$ cat src/rtl/axis_keep_decode.sv
// Combinational tkeep decode: byte popcount, all-ones flag and 2^k-1 (k>=1) contiguity flag.
// Zero latency; no flow control.
module axis_keep_decode #(
  parameter int KEEP_W = 64,
  parameter int CNT_W  = $clog2(KEEP_W + 1)
) (
  input  logic [KEEP_W-1:0] i_keep,
  output logic [CNT_W-1:0]  o_popcnt,
  output logic              o_contig,
  output logic              o_all_ones
);

  logic [CNT_W-1:0] w_cnt;

  always_comb begin
    w_cnt = '0;
    for (int i = 0; i < KEEP_W; i++) begin
      w_cnt = w_cnt + CNT_W'(i_keep[i]);
    end
  end

  // keep+1 clears the low run of ones; anything left means a hole or a high byte.
  assign o_popcnt   = w_cnt;
  assign o_contig   = (i_keep != '0) && ((i_keep & (i_keep + KEEP_W'(1))) == '0);
  assign o_all_ones = &i_keep;

endmodule

$ cat config.mk
export PLATFORM = sky130hd
export DESIGN_NAME = axis_keep_decode
export DESIGN_NICKNAME = d
export VERILOG_FILES = /design/src/rtl/axis_keep_decode.sv
export SDC_FILE = /design/constraint.sdc
export NUM_CORES = 1
export LEC_CHECK = 0
export CAP_MARGIN = 20
export CORE_ASPECT_RATIO = 1.2
export CORE_MARGIN = 8
export CORE_UTILIZATION = 45
export DETAILED_ROUTE_END_ITERATION = 10
export PLACE_DENSITY = 0.74
export RECOVER_POWER = 100
export REMOVE_ABC_BUFFERS = 1
export SYNTH_ARGS = -nofsm -noshare
export SYNTH_HDL_FRONTEND = slang
export SYNTH_SLANG_ARGS = --single-unit
$ cat constraint.sdc
create_clock -name vclk -period 12.03
set_input_delay 2.406 -clock vclk [all_inputs]
set_output_delay 2.406 -clock vclk [all_outputs]
set_load 0.01 [all_outputs]
# Yosys cells after proc, flatten, opt, wreduce, memory -nomap -nowiden
# Cells that the tools add are included.
op_classes:
  n_addsub: 64
  bitwise: 1
  reduce_logical: 4
op_table:
  columns: ["operator", "count"]
  rows:
  - ["7-bit by 1-bit adder with 7-bit output", 57]
  - ["64-bit by 1-bit adder with 64-bit output, second input constant", 1]
  - ["64-bit AND", 1]
  - ["64-bit zero test", 1]
  - ["64-bit AND reduction", 1]
  - ["64-bit nonzero test", 1]
  - ["6-bit by 1-bit adder with 7-bit output", 1]
  - ["5-bit by 1-bit adder with 6-bit output", 1]
  - ["4-bit by 1-bit adder with 5-bit output", 1]
  - ["3-bit by 1-bit adder with 4-bit output", 1]
  - ["2-bit by 1-bit adder with 3-bit output", 1]
  - ["1-bit by 1-bit adder with 2-bit output", 1]
  - ["1-bit logical AND", 1]
word_totals:
  reg_bits: 0
  word_cells: 69

# Logic depth before layout (Yosys ltp)
depth:
  word_depth: 63
  depth_mapped: 22
  ltp_nobuf: 22

# Worst setup path after synthesis
# Ideal clock, no wire load.
synth_path:
  path_kind: "in2out"
  from: "in i_keep[35]"
  to: "out o_popcnt[5]"
  arrival_ns: 7.861
  path_slack_ns: 1.763
  stages: 20
  path_cell_list: "inv_1 > fa_1 > inv_1 > fa_1 > fa_1 > inv_1 > fa_1 > inv_1 > fa_1 > fa_1 > fa_1 > inv_1 > fa_1 > inv_1 > ha_1 > a21o_1 > a21oi_1 > o21bai_1 > a21oi_1 > xor2_1"
synth_between:
  elab_chain_cells: 29
synth_lines:
  columns: ["item", "line", "text"]
  rows:
  - ["from (decl)", "7", "input logic [KEEP_W-1:0] i_keep,"]
  - ["7-bit by 1-bit adder with 7-bit output (29 in series)", "18", "w_cnt = w_cnt + CNT_W'(i_keep[i]);"]
  - ["to (decl)", "8", "output logic [CNT_W-1:0] o_popcnt,"]
# Every way passes these cells.

# Final worst setup path
layout_path:
  from: "in i_keep[39]"
  to: "out o_popcnt[5]"
layout_between:
  elab_chain_cells: 25
layout_lines:
  columns: ["item", "line"]
  rows:
  - ["7-bit by 1-bit adder with 7-bit output (25 in series)", "18"]
# Every way passes these cells.

==> metrics.log <==
INFO  metric synth-xor-area-share = 1.188%
INFO  metric start_kind = input pin
INFO  metric layout_commonest_cell = sky130_fd_sc_hd__inv_1
INFO  metric avgSynthCellArea = 7.737 um^2
INFO  metric run_status = finished, violations left
INFO  metric synth_largest_type_area_fraction = 36.67%
INFO  metric timing_worst_setup_path_type = in -> out
INFO  metric postCtsHoldBufs = 0
INFO  metric port-buffer-count = 73
INFO  metric synth.yosys.seq_area_share = 0%
INFO  metric viasPerCell = 6.095
INFO  metric grt_use_total = 23.38%
INFO  metric shortest_clock_period_the_worst_path_allows_after_layout = 11610 ps
INFO  metric setup_slack = 424.0 ps
INFO  metric netlist.top_cell.by_area = sky130_fd_sc_hd__fa_1
INFO  metric drc = 0
INFO  metric post_dp_cell_area = 3792 um^2
INFO  metric sequential_cell_total = 0
INFO  metric required = 9620 ps
INFO  metric die_x = 89.89 um
INFO  metric synth.area.mux_share = 0%
INFO  metric area_growth_syn_to_layout = 28.48%
INFO  metric initial_utilization = 46.02%
INFO  metric grt_setup_unrepaired = false
INFO  metric core = 6406 um^2
INFO  metric post_route_cells_drive_above_1_share = 2.423%
INFO  metric setup-violations-final = 0
INFO  metric design.die.area = 9407 um^2
INFO  metric whs = 5977 ps
INFO  metric syn-cell-area = 2948 um^2
INFO  metric synth_cells = 381
INFO  metric totalWireLength = 11210 um
INFO  metric yosys_warnings = 0
INFO  metric timing.critical_path.to_type = primary output
INFO  metric gp_congestion = 1.013
INFO  metric postCtsSetupRepairBufs = 0
INFO  metric crit_arrival = 9200 ps
INFO  metric drv_cap = 1
INFO  metric post-dp-hpwl = 9779 um
INFO  metric fp.dieH = 104.7 um
INFO  metric drt_iter0_drc = 268
INFO  metric layout_common_cells = sky130_fd_sc_hd__inv_1, sky130_fd_sc_hd__clkdlybuf4s50_1, sky130_fd_sc_hd__fa_1
INFO  metric via_count_of_the_first_global_routing_pass = 3342
INFO  metric pre_cts_ws = 432.4 ps
INFO  metric ff_latch_area = 0 um^2
INFO  metric grt_max_degree = 15
INFO  metric antenna_found_initial = 0
INFO  metric post_synth_adder_cell_area = 44.31%
INFO  metric tns = 0 ps
INFO  metric fin_crit_sh = 96.48%
INFO  metric ys_top_cells_by_area = sky130_fd_sc_hd__fa_1, sky130_fd_sc_hd__inv_1, sky130_fd_sc_hd__ha_1
INFO  metric fin_nets = 592
INFO  metric wirelength_per_cell = 20.81 um
INFO  metric i_o_pin_cnt = 73
INFO  metric worstMarginPinSlew = 1476 ps
INFO  metric cts-resized-gates = 0
INFO  metric max_freq = 86.16 MHz
INFO  metric worst_hold_path_type = in -> out
INFO  metric grt_overflow = 0
INFO  metric timing.critical_path.fanout_max = 5
INFO  metric nClkBuffers = 0
INFO  metric grt_pass1_wl = 18000 um
INFO  metric synth_top_family_by_area = adder cells
INFO  metric failed_checks = capacitance limit
INFO  metric final_area = 3787 um^2
INFO  metric via_count = 3285
INFO  metric num_rows = 32
INFO  metric finalMaxSlewViolations = 0
INFO  metric num_antenna_cells = 0
INFO  metric synth_compound_area_share = 14.26%
INFO  metric drt_pass1_iterations = 5
INFO  metric hold_violations = 0
INFO  metric synthSimpleGateAreaFrac = 25.72%
INFO  metric timing.max_slew.rel_slack = 0.8107%
INFO  metric antenna_violating_nets_post_route = 0
INFO  metric yosys.cell_types.count = 40
worst paths after layout:
| kind | startpoint | to | slack [ps] | cells after the start |
|---|---|---|---|---|
| worst min-delay path | i_keep[63] | o_all_ones | 5980 | 4 |
| worst max-delay path | i_keep[39] | o_popcnt[5] | 420 | 22 |
per-layer routing:
layer	track usage, %	routed length [um]	share of wire (%)	up-vias
met5	0	0	0	-
li1	-	-	-	1456
met4	6.198	281	2.5	0
met3	2.935	874	7.8	29
met1	30.80	4619	41	1605
met2	39.36	5439	49	195
per-stage QoR:
stage	cells	utilization, %
finish	539	59.12
CTS	539	59.20
detailed placement	539	59.20
floorplan	378	-
global placement	539	59.20
global route	539	59.12
worst max-delay path, stage by stage:
cell and delay (ps):
sky130_fd_sc_hd__clkdlybuf4s50_1 620, sky130_fd_sc_hd__inv_1 120, sky130_fd_sc_hd__fa_1 510, sky130_fd_sc_hd__inv_1 60, sky130_fd_sc_hd__fa_1 430, sky130_fd_sc_hd__fa_1 540
sky130_fd_sc_hd__inv_1 50, sky130_fd_sc_hd__fa_1 520, sky130_fd_sc_hd__inv_1 50, sky130_fd_sc_hd__fa_1 530, sky130_fd_sc_hd__fa_1 440, sky130_fd_sc_hd__fa_1 550
sky130_fd_sc_hd__inv_1 50, sky130_fd_sc_hd__fa_1 590, sky130_fd_sc_hd__inv_1 60, sky130_fd_sc_hd__ha_1 280, sky130_fd_sc_hd__a21o_1 170, sky130_fd_sc_hd__a21oi_1 220
sky130_fd_sc_hd__o21bai_1 110, sky130_fd_sc_hd__a21oi_1 170, sky130_fd_sc_hd__xor2_1 160, sky130_fd_sc_hd__clkdlybuf4s50_1 550
area by class of cell:
cell class,instances,area (um^2)
fillers,588,2619
inverters,110,412.9
multi-input cells,268,2515
well taps,85,106.4
repair buffers,76,753.2
logic make-up (layout without fill, tap and decap cells):
logic type | Yosys count | count (layout)
buffers and inverters | 113 | 186
xor gates and xnor gates | 4 | 4
adders and majority gates | 72 | 72
and+or+nand+nor | 131 | 131
AOI/OAI and AO/OA | 61 | 61
cells in the mapped netlist (2+ instances only):
cell type,instances
sky130_fd_sc_hd__a2111oi_0,4
sky130_fd_sc_hd__a21boi_0,4
sky130_fd_sc_hd__a21oi_1,10
sky130_fd_sc_hd__a31oi_1,2
sky130_fd_sc_hd__a41oi_1,3
sky130_fd_sc_hd__and4_1,2
sky130_fd_sc_hd__clkbuf_1,2
sky130_fd_sc_hd__fa_1,54
sky130_fd_sc_hd__ha_1,18
sky130_fd_sc_hd__inv_1,110
sky130_fd_sc_hd__nand2_1,24
sky130_fd_sc_hd__nand3_1,14
sky130_fd_sc_hd__nand4_1,30
sky130_fd_sc_hd__nor2_1,14
sky130_fd_sc_hd__nor3_1,13
sky130_fd_sc_hd__nor4_1,22
sky130_fd_sc_hd__nor4b_1,2
sky130_fd_sc_hd__o21ai_0,16
sky130_fd_sc_hd__o21bai_1,3
sky130_fd_sc_hd__o22ai_1,5
sky130_fd_sc_hd__o31ai_1,5
sky130_fd_sc_hd__o41ai_1,2
sky130_fd_sc_hd__o41ai_2,2
sky130_fd_sc_hd__or3_1,2
sky130_fd_sc_hd__xnor2_1,2
sky130_fd_sc_hd__xor2_1,2
Power is not shown: default switching activity piles up to over one toggle a cycle in this logic, so the estimate is an artifact.
